<file path="config.mk">
export PLATFORM = sky130hd
export DESIGN_NAME = coord_stream_loader
export DESIGN_NICKNAME = d
export VERILOG_FILES = /design/src/rtl/coord_stream_loader.sv
export SDC_FILE = /design/constraint.sdc
export NUM_CORES = 1
export LEC_CHECK = 0
export CORE_AREA = 2 2 186 188
export DETAILED_ROUTE_END_ITERATION = 10
export DIE_AREA = 0 0 188 190
export PLACE_DENSITY = 0.84
export SETUP_SLACK_MARGIN = 0.4
export SLEW_MARGIN = 10
export SYNTH_ARGS = -nofsm -noshare
export SYNTH_HDL_FRONTEND = slang
export SYNTH_SLANG_ARGS = --single-unit
export TNS_END_PERCENT = 50
</file>
<file path="constraint.sdc">
create_clock -name clk -period 3.28 [get_ports clk]
set_input_delay 0.656 -clock clk [delete_from_list [all_inputs] [get_ports clk]]
set_output_delay 0.656 -clock clk [all_outputs]
set_load 0.1 [all_outputs]
</file>
<file path="src/rtl/coord_stream_loader.sv">
// Parses an ASCII stream of "x,y" lines into coordinate pairs and writes them
// through a single port into the x/y point memories used by the area search.
module coord_stream_loader #(
    parameter int NUM_ELEMENTS = 496,
    parameter int DATA_WIDTH   = 64,
    parameter int ADDR_WIDTH   = 16
) (
    input  logic                  clk,
    input  logic                  rst,
    input  logic                  start,
    input  logic                  in_valid,
    output logic                  in_ready,
    input  logic [7:0]            in_data,
    input  logic                  in_last,
    output logic                  wr_en,
    output logic [ADDR_WIDTH-1:0] wr_addr,
    output logic [DATA_WIDTH-1:0] wr_x,
    output logic [DATA_WIDTH-1:0] wr_y,
    output logic [ADDR_WIDTH-1:0] point_count,
    output logic                  finished,
    output logic                  error
);

    localparam logic [7:0] CH_0     = 8'h30;
    localparam logic [7:0] CH_9     = 8'h39;
    localparam logic [7:0] CH_COMMA = 8'h2c;
    localparam logic [7:0] CH_LF    = 8'h0a;
    localparam logic [7:0] CH_CR    = 8'h0d;
    localparam logic [7:0] CH_SPACE = 8'h20;

    localparam logic [ADDR_WIDTH-1:0] CAPACITY = ADDR_WIDTH'(NUM_ELEMENTS);

    typedef enum logic [1:0] {
        S_IDLE,
        S_PARSE_X,
        S_PARSE_Y,
        S_DONE
    } state_t;

    state_t                r_state;
    logic [DATA_WIDTH-1:0] r_acc;
    logic [DATA_WIDTH-1:0] r_x;
    logic                  r_seen;
    logic                  r_in_ready;
    logic                  r_wr_en;
    logic [ADDR_WIDTH-1:0] r_wr_addr;
    logic [DATA_WIDTH-1:0] r_wr_x;
    logic [DATA_WIDTH-1:0] r_wr_y;
    logic [ADDR_WIDTH-1:0] r_point_count;
    logic                  r_finished;
    logic                  r_error;

    logic                  w_beat;
    logic                  w_is_digit;
    logic [DATA_WIDTH-1:0] w_digit;
    logic [DATA_WIDTH-1:0] w_acc_next;
    logic [DATA_WIDTH-1:0] w_x_next;
    logic [DATA_WIDTH-1:0] w_y;
    logic                  w_seen_next;
    logic                  w_in_y_next;
    logic                  w_commit;
    logic                  w_bad;

    assign w_beat     = in_valid && r_in_ready;
    assign w_is_digit = (in_data >= CH_0) && (in_data <= CH_9);
    assign w_digit    = DATA_WIDTH'(in_data - CH_0);

    // Effect of one accepted byte, followed by the end-of-stream flush when in_last is set.
    always_comb begin
        // NOTE: every combinational output gets a default first so no latch is inferred.
        w_acc_next  = r_acc;
        w_x_next    = r_x;
        w_y         = r_acc;
        w_seen_next = r_seen;
        w_in_y_next = (r_state == S_PARSE_Y);
        w_commit    = 1'b0;
        w_bad       = 1'b0;

        if (w_is_digit) begin
            w_acc_next  = (r_acc << 3) + (r_acc << 1) + w_digit;
            w_seen_next = 1'b1;
        end else begin
            case (in_data)
                CH_COMMA: begin
                    if (r_state == S_PARSE_X && r_seen) begin
                        w_x_next    = r_acc;
                        w_acc_next  = '0;
                        w_seen_next = 1'b0;
                        w_in_y_next = 1'b1;
                    end else begin
                        w_bad = 1'b1;
                    end
                end
                CH_LF: begin
                    if (r_state == S_PARSE_Y && r_seen) begin
                        w_commit = 1'b1;
                    end else if (r_state == S_PARSE_Y || r_seen) begin
                        w_bad = 1'b1;
                    end
                    w_acc_next  = '0;
                    w_seen_next = 1'b0;
                    w_in_y_next = 1'b0;
                end
                CH_CR, CH_SPACE: begin
                end
                default: w_bad = 1'b1;
            endcase
        end

        if (in_last) begin
            // A y field still being accumulated is a complete record without its newline.
            if (w_in_y_next && w_seen_next) begin
                w_commit = 1'b1;
                w_y      = w_acc_next;
            end else if (w_in_y_next || w_seen_next) begin
                w_bad = 1'b1;
            end
            w_acc_next  = '0;
            w_seen_next = 1'b0;
            w_in_y_next = 1'b0;
        end
    end

    always_ff @(posedge clk or negedge rst) begin
        if (!rst) begin
            r_state       <= S_IDLE;
            r_acc         <= '0;
            r_x           <= '0;
            r_seen        <= 1'b0;
            r_in_ready    <= 1'b0;
            r_wr_en       <= 1'b0;
            r_wr_addr     <= '0;
            r_wr_x        <= '0;
            r_wr_y        <= '0;
            r_point_count <= '0;
            r_finished    <= 1'b0;
            r_error       <= 1'b0;
        end else begin
            // NOTE: sequential state uses non-blocking assignments so every register sees pre-edge values.
            r_wr_en <= 1'b0;
            case (r_state)
                S_IDLE: begin
                    if (start) begin
                        r_point_count <= '0;
                        r_error       <= 1'b0;
                        r_finished    <= 1'b0;
                        r_acc         <= '0;
                        r_seen        <= 1'b0;
                        r_in_ready    <= 1'b1;
                        r_state       <= S_PARSE_X;
                    end else begin
                        r_finished <= 1'b0;
                    end
                end
                S_PARSE_X, S_PARSE_Y: begin
                    if (w_beat) begin
                        r_acc  <= w_acc_next;
                        r_x    <= w_x_next;
                        r_seen <= w_seen_next;
                        if (w_bad) begin
                            r_error <= 1'b1;
                        end
                        if (w_commit) begin
                            if (r_point_count < CAPACITY) begin
                                r_wr_en       <= 1'b1;
                                r_wr_addr     <= r_point_count;
                                r_wr_x        <= w_x_next;
                                r_wr_y        <= w_y;
                                r_point_count <= r_point_count + ADDR_WIDTH'(1);
                            end else begin
                                r_error <= 1'b1;
                            end
                        end
                        if (in_last) begin
                            r_in_ready <= 1'b0;
                            r_state    <= S_DONE;
                        end else begin
                            r_state <= w_in_y_next ? S_PARSE_Y : S_PARSE_X;
                        end
                    end
                end
                S_DONE: begin
                    r_finished <= 1'b1;
                    if (!start) begin
                        r_state <= S_IDLE;
                    end
                end
                default: r_state <= S_IDLE;
            endcase
        end
    end

    assign in_ready    = r_in_ready;
    assign wr_en       = r_wr_en;
    assign wr_addr     = r_wr_addr;
    assign wr_x        = r_wr_x;
    assign wr_y        = r_wr_y;
    assign point_count = r_point_count;
    assign finished    = r_finished;
    assign error       = r_error;

endmodule

</file>
==> impl_metrics.tcl <==
set metrics [dict create \
    whs_ns 0.0918 \
    postRouteWirelength_um 72600 \
    netlist_instances 1804 \
    globalRoute.totalOverflow 0 \
    nets 2568 \
    crit_fanout 6 \
    antenna_found_initial 1 \
    synth_top_family_by_area "compound AO/OA/AOI/OAI gates" \
    pin_count 177 \
    detail-route-antenna-nets 0 \
    first_global_vias 18400 \
    clock-root-buffer "clkbuf_16" \
    start_kind "input port" \
    antennaDiodeCount 0 \
    synth-compound-area-share_pct 17.7 \
    layout_min_cycle_time_ns 4.35 \
    power.leakage_nw 12.9 \
    grt_pass1_wl_um 101000 \
    setup_tns_ns -87.05 \
    layout_setup_ws_ns -1.07 \
    dp_cells 2724 \
    place_congestion 0.944 \
    fillers 1754 \
    slew_violations 0 \
    synthFlopType "dfrtp_1" \
    die_width_um 188 \
    io_buffers 176 \
    switching_share_pct 24.5 \
    ir_worst_vdd_mv 0.289 \
    setup_viol 110 \
    vias 18500 \
    failed_checks "setup timing" \
    crit_type "in2reg" \
    synth_edf_count 0 \
    outcome "complete, but fails checks" \
    synth-seq-area-share_pct 41.9 \
    stdcell_count 2900 \
    clock_sinks 295 \
    cts_max_path_buffers 3 \
    max_slew_margin_pct 35.2 \
    cts_hold_buf 0 \
    die-area_mm2 0.0357 \
    grt_max_degree 75 \
    end_kind "flip-flop" \
    drc 0 \
    seq_power_share_pct 43.4 \
    rsz0062_at_grt "yes" \
    p_clk_share_pct 47.5 \
    synthMuxAreaShare_pct 8.50 \
    grtUsageTotal_pct 35.9 \
    syn-cell-area_mm2 0.0176 \
    ys_ff_latch 295 \
    worstPathArrival_ns 4.77 \
    synthArstFlopShare_pct 100 \
    finalHoldViolations 0 \
    min_period_over_period_pct 133 \
    synth_fa_ha_area_share_pct 12.1 \
    final_cell_mix "564 x buf_4, 295 x dfrtp_1, 252 x nand2_1, 90 x nor2_1, 88 x o21ai_1" \
    synth-xor-area-share_pct 3.43 \
    vias_per_cell 6.36 \
    cts_inserted_buffers 35 \
    postSynthAreaPerCell_um2 9.77 \
    dr.first_iter.drc_count 1695 \
    p_sw_mw 2.05 \
    clock_latency_ns 0.55 \
    synth-simple-area-share_pct 12.9 \
    cp_data_required_time_ns 3.69 \
    place_ws_ns -2.00 \
    mostFrequentLayoutCell "buf_4" \
    combPwrFrac_pct 9.1 \
    total_power_mw 8.38 \
    area_growth_pct 54.6 \
    cts_tree "built" \
    clkTransAtPathRegs_ns 0.06 \
    num_rows 68 \
    drive_above_1_share_pct 46.6 \
    hold_path_class "in2async" \
    yosysWarningCount 0 \
    dp_hpwl_um 40300 \
    p_int_mw 6.33 \
    die_h_um 190 \
    power.density_mw_per_mm2 308 \
    netlist-cell-type-count 67 \
    start_util_pct 51.9 \
    wl_per_cell_um 25.0 \
    core-area_mm2 0.0339 \
    drt_first_pass_iters 6 \
    cts_max_level 2 \
    syn-num-nets 1951 \
    tightestPinTransition_ns 0.968 \
    fmax_mhz 230 \
    finalClockSkew_ns 0.0237 \
    maxCapViolCount 0 \
]
## per-layer routing
metal,track usage (%),part of all wire (%)
met3,6.09,9.2
met2,61.3,47
met4,22.0,9.0
met1,42.5,35
met5,0,0
## logic make-up (layout without fill, tap and decap cells)
kind of cell,after synthesis,in the layout
compound gates,511,511
xor+xnor,69,69
fa+ha+maj,134,134
buf+inv,136,777
flops,295,295
mux,141,141
simple gates,518,518
## registers in the layout, indices dropped and copies added (netlist names)
register / count
r_acc: 64
in_ready: 1
point_count: 16
wr_en: 1
wr_addr: 16
error: 1
r_state: 2
wr_x: 64
r_x: 64
finished: 1
r_seen: 1
wr_y: 64
## cells in the mapped netlist, types with 10 or more instances
cell type | count | area share (%)
dfrtp_1 | 295 | 42
nand2_1 | 267 | 5.7
o21ai_0 | 176 | 5.0
a21oi_1 | 127 | 3.6
nor2_1 | 108 | 2.3
clkbuf_1 | 75 | 1.6
ha_1 | 73 | 5.2
mux2i_1 | 71 | 4.0
mux2_2 | 66 | 4.2
fa_1 | 61 | 6.9
xnor2_1 | 38 | 1.9
a21o_1 | 35 | 1.5
xor2_1 | 31 | 1.5
nand3_1 | 30 | 0.85
a31oi_1 | 27 | 0.96
a22o_1 | 26 | 1.3
a22oi_1 | 25 | 1.1
inv_1 | 25 | 0.53
and3_1 | 23 | 0.82
buf_2 | 23 | 0.65
and2_1 | 18 | 0.64
o21bai_1 | 18 | 0.77
nand4_1 | 17 | 0.60
nor3_1 | 11 | 0.31
o21ai_1 | 10 | 0.28
## through the flow
stage	util, %	area, um2
floorplan	-	18000
detailed placement	66.5	22600
global placement	66.5	22600
global route	80.3	27300
finish	80.3	27300
CTS	76.7	26000
## layout make-up
cell class                      count  area [um2]  share of cell area, %
Clock buffer                       48         945                   3.47
Clock inverter                     13         200                  0.735
Inverter                           26         106                  0.390
Multi-Input combinational cell   1373       12000                   44.2
Sequential cell                   295        7380                   27.1
Tap cell                          455         569                   2.09
Timing Repair Buffer              690        6010                   22.0
## power by group through the flow
stage | clock network, mW | registers, mW | logic, mW
final | 3.98 | 3.64 | 0.759
after global routing | 4.16 | 3.64 | 0.794
after CTS | 3.98 | 3.64 | 0.637
after detailed placement | 0 | 3.71 | 0.492
after global placement | 0 | 3.71 | 0.478
after floorplan | 0 | 3.71 | 0.209
## worst paths after layout
check	start	end	slack, ns	cells past startpoint
hold / removal	rst	wr_y[43]$_DFFE_PN0P_	0.09	1
setup / recovery	in_data[4]	r_acc[56]$_DFFE_PN0P_	-1.07	20
hold reg to reg	wr_x[63]$_DFFE_PN0P_	wr_x[63]$_DFFE_PN0P_	0.48	2
min in group clk	wr_x[63]$_DFFE_PN0P_	wr_x[63]$_DFFE_PN0P_	0.48	2
setup reg to reg	r_acc[0]$_DFFE_PN0P_	wr_y[42]$_DFFE_PN0P_	-0.75	16
max in group asynchronous	rst	point_count[12]$_DFFE_PN0P_	2.39	2
## what timing repair did
item / CTS / global route
cloned: 4 / 0
buffers inserted: 72 / 39
resized for setup: 369 / 177
endpoints found under the setup margin: 228 / 189
pin swaps: 201 / 174
## critical path: stages
cell and delay (ns):
buf_8 0.10, ha_4 0.15, or3_4 0.36, clkinvlp_4 0.18, buf_12 0.14, buf_16 0.12
buf_6 0.12, fa_2 0.45, ha_4 0.27, a21oi_2 0.39, o21ai_1 0.22, a31oi_4 0.25
a31oi_4 0.15, nor4b_4 0.31, o41ai_2 0.09, buf_4 0.17, a31oi_4 0.17, xnor2_2 0.11
buf_4 0.14, a22o_1 0.19
(Power assumes the default switching activity.)
